### src/rtl/spi_cfg_master_if.sv
// Register-write request bundle for spi_cfg_master.
// Two independent requesters (A and B) each present valid/addr/data and
// receive ready. A write is accepted in the cycle where valid && ready.
// The master modport belongs to the requester side and the slave modport
// to the SPI configuration master.
interface spi_cfg_master_if;
   logic       a_valid;
   logic [6:0] a_addr;
   logic [7:0] a_data;
   logic       a_ready;
   logic       b_valid;
   logic [6:0] b_addr;
   logic [7:0] b_data;
   logic       b_ready;

   modport master (
      output a_valid, a_addr, a_data,
      output b_valid, b_addr, b_data,
      input  a_ready, b_ready
   );

   modport slave (
      input  a_valid, a_addr, a_data,
      input  b_valid, b_addr, b_data,
      output a_ready, b_ready
   );
endinterface

### src/rtl/spi_cfg_master.sv
// spi_cfg_master: two-requester SPI register-write master.
// Requests are arbitrated round-robin and accepted only in IDLE. Each accepted
// write is sent as one 16-bit frame {1'b1, addr, data}, MSB first, in SPI
// mode 0. One half-period counter times every phase of the frame. SETUP,
// SHIFT_HI, SHIFT_LO and HOLD last CLK_DIV cycles each, and GAP lasts
// 2*CLK_DIV cycles. A 4-bit index selects the bit on copi. All SPI pins and
// status outputs are registered. Only the ready signals are combinational.
// CLK_DIV must lie in 4..1023 so that the 11-bit counter covers the gap.
module spi_cfg_master #(
   parameter int unsigned CLK_DIV = 50
) (
   input  logic            clk,
   input  logic            rst_n,
   spi_cfg_master_if.slave req,
   output logic            ncs,
   output logic            sclk,
   output logic            copi,
   output logic            busy,
   output logic            done,
   output logic            done_id
);

   typedef enum logic [2:0] {
      IDLE     = 3'd0,
      SETUP    = 3'd1,
      SHIFT_HI = 3'd2,
      SHIFT_LO = 3'd3,
      HOLD     = 3'd4,
      GAP      = 3'd5
   } state_t;

   localparam int unsigned CNT_W     = 11;
   localparam logic [CNT_W-1:0] HALF_LAST = CNT_W'(CLK_DIV - 1);
   localparam logic [CNT_W-1:0] GAP_LAST  = CNT_W'((2 * CLK_DIV) - 1);

   // Write frame: the leading 1 marks a register write.
   function automatic logic [15:0] make_frame(input logic [6:0] addr,
                                              input logic [7:0] data);
      return {1'b1, addr, data};
   endfunction

   // FSM and datapath state
   state_t           state_r;
   state_t           state_nxt_s;
   logic [CNT_W-1:0] cnt_r;
   logic [CNT_W-1:0] cnt_nxt_s;
   logic [3:0]       bit_idx_r;
   logic [3:0]       bit_idx_nxt_s;
   logic [15:0]      frame_r;
   logic [15:0]      frame_nxt_s;
   logic             id_r;
   logic             id_nxt_s;
   logic             last_b_r;
   logic             last_b_nxt_s;

   // Arbitration and request selection
   logic             grant_a_s;
   logic             grant_b_s;
   logic             accept_s;
   logic [6:0]       sel_addr_s;
   logic [7:0]       sel_data_s;

   // Phase timing
   logic             half_tc_s;
   logic             gap_tc_s;

   // Registered outputs and their next values
   logic             ncs_r;
   logic             sclk_r;
   logic             copi_r;
   logic             busy_r;
   logic             done_r;
   logic             done_id_r;
   logic             ncs_nxt_s;
   logic             sclk_nxt_s;
   logic             copi_nxt_s;
   logic             busy_nxt_s;
   logic             done_nxt_s;
   logic             done_id_nxt_s;

   assign half_tc_s = (cnt_r == HALF_LAST);
   assign gap_tc_s  = (cnt_r == GAP_LAST);

   // Round-robin grant. It is offered only in IDLE and outside reset, so a
   // request can never be taken while reset discards it. A wins a tie only
   // when B was served last.
   always_comb begin
      grant_a_s = 1'b0;
      grant_b_s = 1'b0;
      if (rst_n && (state_r == IDLE)) begin
         if (req.a_valid && (!req.b_valid || last_b_r)) begin
            grant_a_s = 1'b1;
         end else if (req.b_valid) begin
            grant_b_s = 1'b1;
         end else begin
            grant_a_s = 1'b0;
            grant_b_s = 1'b0;
         end
      end else begin
         grant_a_s = 1'b0;
         grant_b_s = 1'b0;
      end
   end

   assign req.a_ready = grant_a_s;
   assign req.b_ready = grant_b_s;
   assign accept_s    = grant_a_s | grant_b_s;

   // Select the address and data of the granted requester.
   always_comb begin
      sel_addr_s = req.a_addr;
      sel_data_s = req.a_data;
      if (grant_b_s) begin
         sel_addr_s = req.b_addr;
         sel_data_s = req.b_data;
      end else begin
         sel_addr_s = req.a_addr;
         sel_data_s = req.a_data;
      end
   end

   // Next-state logic. Each phase advances on terminal count of the shared
   // counter.
   always_comb begin
      state_nxt_s = state_r;
      case (state_r)
         IDLE: begin
            if (accept_s) state_nxt_s = SETUP;
            else          state_nxt_s = IDLE;
         end
         SETUP: begin
            if (half_tc_s) state_nxt_s = SHIFT_HI;
            else           state_nxt_s = SETUP;
         end
         SHIFT_HI: begin
            if (!half_tc_s)               state_nxt_s = SHIFT_HI;
            else if (bit_idx_r == 4'd15)  state_nxt_s = HOLD;
            else                          state_nxt_s = SHIFT_LO;
         end
         SHIFT_LO: begin
            if (half_tc_s) state_nxt_s = SHIFT_HI;
            else           state_nxt_s = SHIFT_LO;
         end
         HOLD: begin
            if (half_tc_s) state_nxt_s = GAP;
            else           state_nxt_s = HOLD;
         end
         GAP: begin
            if (gap_tc_s) state_nxt_s = IDLE;
            else          state_nxt_s = GAP;
         end
         default: state_nxt_s = IDLE;
      endcase
   end

   // Datapath next values. The counter restarts on every state change. The
   // bit index steps on each falling SCLK. The frame, id and last grant are
   // captured on accept.
   always_comb begin
      if ((state_r == IDLE) || (state_nxt_s != state_r)) begin
         cnt_nxt_s = {CNT_W{1'b0}};
      end else begin
         cnt_nxt_s = cnt_r + {{(CNT_W-1){1'b0}}, 1'b1};
      end

      if (accept_s) begin
         bit_idx_nxt_s = 4'd0;
      end else if ((state_r == SHIFT_HI) && (state_nxt_s == SHIFT_LO)) begin
         bit_idx_nxt_s = bit_idx_r + 4'd1;
      end else begin
         bit_idx_nxt_s = bit_idx_r;
      end

      if (accept_s) begin
         frame_nxt_s  = make_frame(sel_addr_s, sel_data_s);
         id_nxt_s     = grant_b_s;
         last_b_nxt_s = grant_b_s;
      end else begin
         frame_nxt_s  = frame_r;
         id_nxt_s     = id_r;
         last_b_nxt_s = last_b_r;
      end
   end

   // Output decode from the next state. The outputs are registered, so the
   // pins line up with the state register. copi only moves when the next
   // state has sclk low.
   always_comb begin
      ncs_nxt_s  = 1'b1;
      sclk_nxt_s = 1'b0;
      copi_nxt_s = 1'b0;
      case (state_nxt_s)
         IDLE, GAP: begin
            ncs_nxt_s  = 1'b1;
            sclk_nxt_s = 1'b0;
            copi_nxt_s = 1'b0;
         end
         SETUP, SHIFT_LO, HOLD: begin
            ncs_nxt_s  = 1'b0;
            sclk_nxt_s = 1'b0;
            copi_nxt_s = frame_nxt_s[4'd15 - bit_idx_nxt_s];
         end
         SHIFT_HI: begin
            ncs_nxt_s  = 1'b0;
            sclk_nxt_s = 1'b1;
            copi_nxt_s = frame_nxt_s[4'd15 - bit_idx_nxt_s];
         end
         default: begin
            ncs_nxt_s  = 1'b1;
            sclk_nxt_s = 1'b0;
            copi_nxt_s = 1'b0;
         end
      endcase

      busy_nxt_s = (state_nxt_s != IDLE);
      done_nxt_s = (state_r == HOLD) && (state_nxt_s == GAP);
      if (done_nxt_s) begin
         done_id_nxt_s = id_r;
      end else begin
         done_id_nxt_s = done_id_r;
      end
   end

   // State and datapath registers. A synchronous reset aborts any frame and
   // drops the latched request.
   always_ff @(posedge clk) begin
      if (!rst_n) begin
         state_r   <= IDLE;
         cnt_r     <= {CNT_W{1'b0}};
         bit_idx_r <= 4'd0;
         frame_r   <= 16'h0000;
         id_r      <= 1'b0;
         last_b_r  <= 1'b1;
      end else begin
         state_r   <= state_nxt_s;
         cnt_r     <= cnt_nxt_s;
         bit_idx_r <= bit_idx_nxt_s;
         frame_r   <= frame_nxt_s;
         id_r      <= id_nxt_s;
         last_b_r  <= last_b_nxt_s;
      end
   end

   // Output registers. Reset forces the idle pin levels with no done pulse.
   always_ff @(posedge clk) begin
      if (!rst_n) begin
         ncs_r     <= 1'b1;
         sclk_r    <= 1'b0;
         copi_r    <= 1'b0;
         busy_r    <= 1'b0;
         done_r    <= 1'b0;
         done_id_r <= 1'b0;
      end else begin
         ncs_r     <= ncs_nxt_s;
         sclk_r    <= sclk_nxt_s;
         copi_r    <= copi_nxt_s;
         busy_r    <= busy_nxt_s;
         done_r    <= done_nxt_s;
         done_id_r <= done_id_nxt_s;
      end
   end

   assign ncs     = ncs_r;
   assign sclk    = sclk_r;
   assign copi    = copi_r;
   assign busy    = busy_r;
   assign done    = done_r;
   assign done_id = done_id_r;

endmodule

### src/flat_wrapper.sv
// flat-port wrapper written by rule: the top's interface ports become plain ports
module spi_cfg_master_flat 
#(
   parameter int unsigned CLK_DIV = 50
)
  (clk, rst_n, ncs, sclk, copi, busy, done, done_id, req_a_valid, req_a_addr, req_a_data, req_b_valid, req_b_addr, req_b_data, req_a_ready, req_b_ready);
  spi_cfg_master_if req_i ();
  input  logic clk;
  input  logic rst_n;
  output logic ncs;
  output logic sclk;
  output logic copi;
  output logic busy;
  output logic done;
  output logic done_id;
  input wire logic [$bits(req_i.a_valid)-1:0] req_a_valid;
  input wire logic [$bits(req_i.a_addr)-1:0] req_a_addr;
  input wire logic [$bits(req_i.a_data)-1:0] req_a_data;
  input wire logic [$bits(req_i.b_valid)-1:0] req_b_valid;
  input wire logic [$bits(req_i.b_addr)-1:0] req_b_addr;
  input wire logic [$bits(req_i.b_data)-1:0] req_b_data;
  output wire logic [$bits(req_i.a_ready)-1:0] req_a_ready;
  output wire logic [$bits(req_i.b_ready)-1:0] req_b_ready;
  assign req_i.a_valid = req_a_valid;
  assign req_i.a_addr = req_a_addr;
  assign req_i.a_data = req_a_data;
  assign req_i.b_valid = req_b_valid;
  assign req_i.b_addr = req_b_addr;
  assign req_i.b_data = req_b_data;
  assign req_a_ready = req_i.a_ready;
  assign req_b_ready = req_i.b_ready;
  spi_cfg_master #(.CLK_DIV(CLK_DIV)) u_core (.clk(clk), .rst_n(rst_n), .req(req_i), .ncs(ncs), .sclk(sclk), .copi(copi), .busy(busy), .done(done), .done_id(done_id));
endmodule
### config.mk
export PLATFORM = sky130hd
export DESIGN_NAME = spi_cfg_master_flat
export DESIGN_NICKNAME = d
export VERILOG_FILES = /design/src/rtl/spi_cfg_master_if.sv /design/src/rtl/spi_cfg_master.sv /design/src/flat_wrapper.sv
export SDC_FILE = /design/constraint.sdc
export NUM_CORES = 1
export LEC_CHECK = 0
export CAP_MARGIN = 10
export CORE_AREA = 2 2 52 102
export CTS_CLUSTER_DIAMETER = 40
export DETAILED_ROUTE_END_ITERATION = 8
export DIE_AREA = 0 0 54 104
export GPL_TIMING_DRIVEN = 0
export HOLD_SLACK_MARGIN = 0.05
export PLACE_DENSITY = 0.67
export REMOVE_ABC_BUFFERS = 1
export SETUP_SLACK_MARGIN = 0.1
export SYNTH_ARGS = -nofsm -noshare
export SYNTH_HDL_FRONTEND = slang
export SYNTH_SLANG_ARGS = --single-unit
### constraint.sdc
create_clock -name clk -period 6.8 [get_ports clk]
set_clock_uncertainty 0.2 [all_clocks]
set_input_delay 0.68 -clock clk [delete_from_list [all_inputs] [get_ports clk]]
set_output_delay 0.68 -clock clk [all_outputs]
set_load 0.05 [all_outputs]
==> results.cfg <==
[floorplan]
rows = 36
io_pins = 42
die-area_um2 = 5620
core_area_um2 = 4860
start_util_pct = 43.4
die_x_um = 54
die_height_um = 104

[global_routing]
grt_pass1_wl_um = 9020
grt_max_degree = 38
first_global_vias = 2026
antenna_found_initial = 0
grt-ovfl-total = 0
grt_usage_pct = 21.0

[cells_and_area]
antenna_cells = 0
regArea_um2 = 841
num-fill-cells = 503
area_growth_pct = 26.2
multi_input_area_um2 = 1180
drive_above_1_share_pct = 5.65
nNetsFinal = 337

[synthesis]
synth_top_area_cell = dfxtp_1
synth_cells = 264
synthArstFlopShare_pct = 0
synthTopCellsByCount = 42 x dfxtp_1, 40 x nand2_1, 37 x nor2_1
postSynthAreaPerCell_um2 = 7.99
yosys_most_used_dff = dfxtp_1
synth.distinct_cells = 53
ys_seq_area_share_pct = 39.9
yosysMostFrequentCell = dfxtp_1
syn_area_um2 = 2110
synth-edff-count = 0
synthTopCellsByArea = dfxtp_1 40%, nand2_1 7.1%, nor2_1 6.6%, a311oi_1 5.0%, nand3_1 2.8%
ys_ff_latch = 42
yosysWarnings = 0
yosys.area.top_type_share_pct = 39.9

[timing]
worst_slew_pin_slew_ps = 1130
setup_tns_ps = 0
finalCritPeriodShare_pct = 75.7
worst_slack_ps = 1650
max_freq_ghz = 0.194
rsz0062_at_grt = false
whs_ps = 273
hold_viol = 0
drv_slew = 0
setup_viol = 0
period_needed_ps = 5150
maxSlewHeadroom_pct = 24.1

[clock_network]
clock_latency_ps = 290
cts_hold_buf = 0
post_cts_buffers = 0
cts_tree = yes
clkTransAtPathRegs_ps = 80
cts-root-buf = clkbuf_8
numCtsBuffers = 5
ctsResizeCount = 0
cts.sinks = 42
clockBufferDepth = 2
h-tree-depth = 2

[routing]
vias_per_cell = 5.66
wl_met2_um = 2960
routed.top_layer = met4
routed-wl-met3_um = 140
wl_per_cell_um = 15.0
ant_nets = 0
vias = 2028
totalWireLength_um = 5370
drc_errors = 0
initialDrtViolationCount = 39
wl_met1_um = 2120
dr.pass1.iters = 4

[setup_path]
rrSetupSlack_ps = 3190
reg2reg_depth = 7
crit_path_cell_trace = clkdlybuf4s50_1, nor4b_1, nand3_1, inv_1, clkdlybuf4s50_1
crit_required_ps = 5920
end_kind = output pin
crit_top_cell = clkdlybuf4s50_1
crit_arrival_ps = 4270
r2r_end = u_core.copi$_SDFF_PN0_
max_stage_delay_ps = 900
timing.rr.start = u_core.cnt_r[7]$_SDFF_PP0_
cp-start-kind = input port
crit_slowest_cell = clkdlybuf4s50_1
crit_type = input port to output pin
path_max_fanout = 18

[pwr]
powerDensity_nw_per_um2 = 204
irDropWorstVdd_mv = 0.121
power_leakage_uw = 0.000970

[min_path]
hold_class = register to register
hold_start = u_core.id_r$_SDFFE_PN0N_
holdPathEnd = u_core.id_r$_SDFFE_PN0N_
min_path_cells = 2

[place]
numPortBuffers = 41
routabilityCongestion = 0.817
hpwl_um = 3970
dpl_worst_slack_ps = 1560

[run_status]
status = completed

[flow_run]
cap_violations = 0
[layout by cell type (no fill, tap or decap), types with 5 or more instances in the layout]
cell | netlist | final
nand3_1 | 12 | 12
clkbuf_8 | 0 | 5
a211oi_1 | 5 | 5
inv_1 | 8 | 8
a311oi_1 | 12 | 12
xor2_1 | 5 | 5
dfxtp_1 | 42 | 42
a21oi_1 | 8 | 8
clkdlybuf4s50_1 | 0 | 41
nand2_1 | 40 | 40
o21ai_0 | 10 | 10
nor2_1 | 37 | 37
and3_1 | 5 | 5
[metrics by stage]
step           power [µW]  area [µm²]  utilization [%]  instances
3_5_place_dp          354        2540             52.2        349
6_report              544        2660             54.7        358
2_1_floorplan         316        2060                -        251
4_1_cts               548        2650             54.4        357
5_1_grt               570        2660             54.7        358
3_3_place_gp          353        2540             52.2        349
[layout make-up]
cell class,count,share of cell area [%]
Inverter,9,1.27
Clock inverter,3,1.50
Multi-Input combinational cell,200,44.4
Sequential cell,42,31.6
Timing Repair Buffer,42,16.0
Clock buffer,5,2.58
Tap cell,57,2.68
[state kept, by name (all words and copies together) (netlist names)]
| signal | flops |
|---|---|
| u_core.last_b_r | 1 |
| u_core.state_r | 3 |
| u_core.copi | 1 |
| u_core.frame_r | 16 |
| u_core.bit_idx_r | 4 |
| u_core.ncs | 1 |
| u_core.cnt_r | 11 |
| u_core.busy | 1 |
| u_core.done | 1 |
| u_core.done_id | 1 |
| u_core.sclk | 1 |
| u_core.id_r | 1 |
[worst max-delay path by stage]
stage	from	endpoint	slack (ps)	cells after the start
2_1_floorplan	rst_n	u_core.copi$_SDFF_PN0_	3610	7
3_3_place_gp	rst_n	req_b_ready	1600	5
3_5_place_dp	rst_n	req_b_ready	1560	5
4_1_cts	rst_n	req_b_ready	1550	5
5_1_grt	rst_n	req_b_ready	1360	5
6_report	rst_n	req_b_ready	1650	5
[per-layer routing]
layer  GRT usage (%)  vias to the layer above
li1                -                     1023
met3            4.31                       15
met1            22.6                      954
met2            37.5                       36
met5               0                        -
met4            8.21                        0
[power breakdown]
group          switching (µW)  total (µW)  internal [µW]
Combinational            42.5        82.3           39.8
Clock                    86.9         195            108
Sequential               8.38         267            259
[kinds of logic (layout without fill, tap and decap cells)]
family | after synthesis | in the layout | synth area share [%]
mux | 4 | 4 | 1.96
buf+inv | 22 | 59 | 4.09
xor+xnor | 9 | 9 | 3.74
fa+ha+maj | 3 | 3 | 1.78
flops | 42 | 42 | 39.9
compound gates | 62 | 62 | 21.2
simple gates | 122 | 122 | 27.4
[critical path, delay by kind of cell]
| family | cells | cell delay, ps |
|---|---|---|
| simple gates | 2 | 1320 |
| buf+inv | 3 | 2260 |
Power figures use the tool's default switching activity.
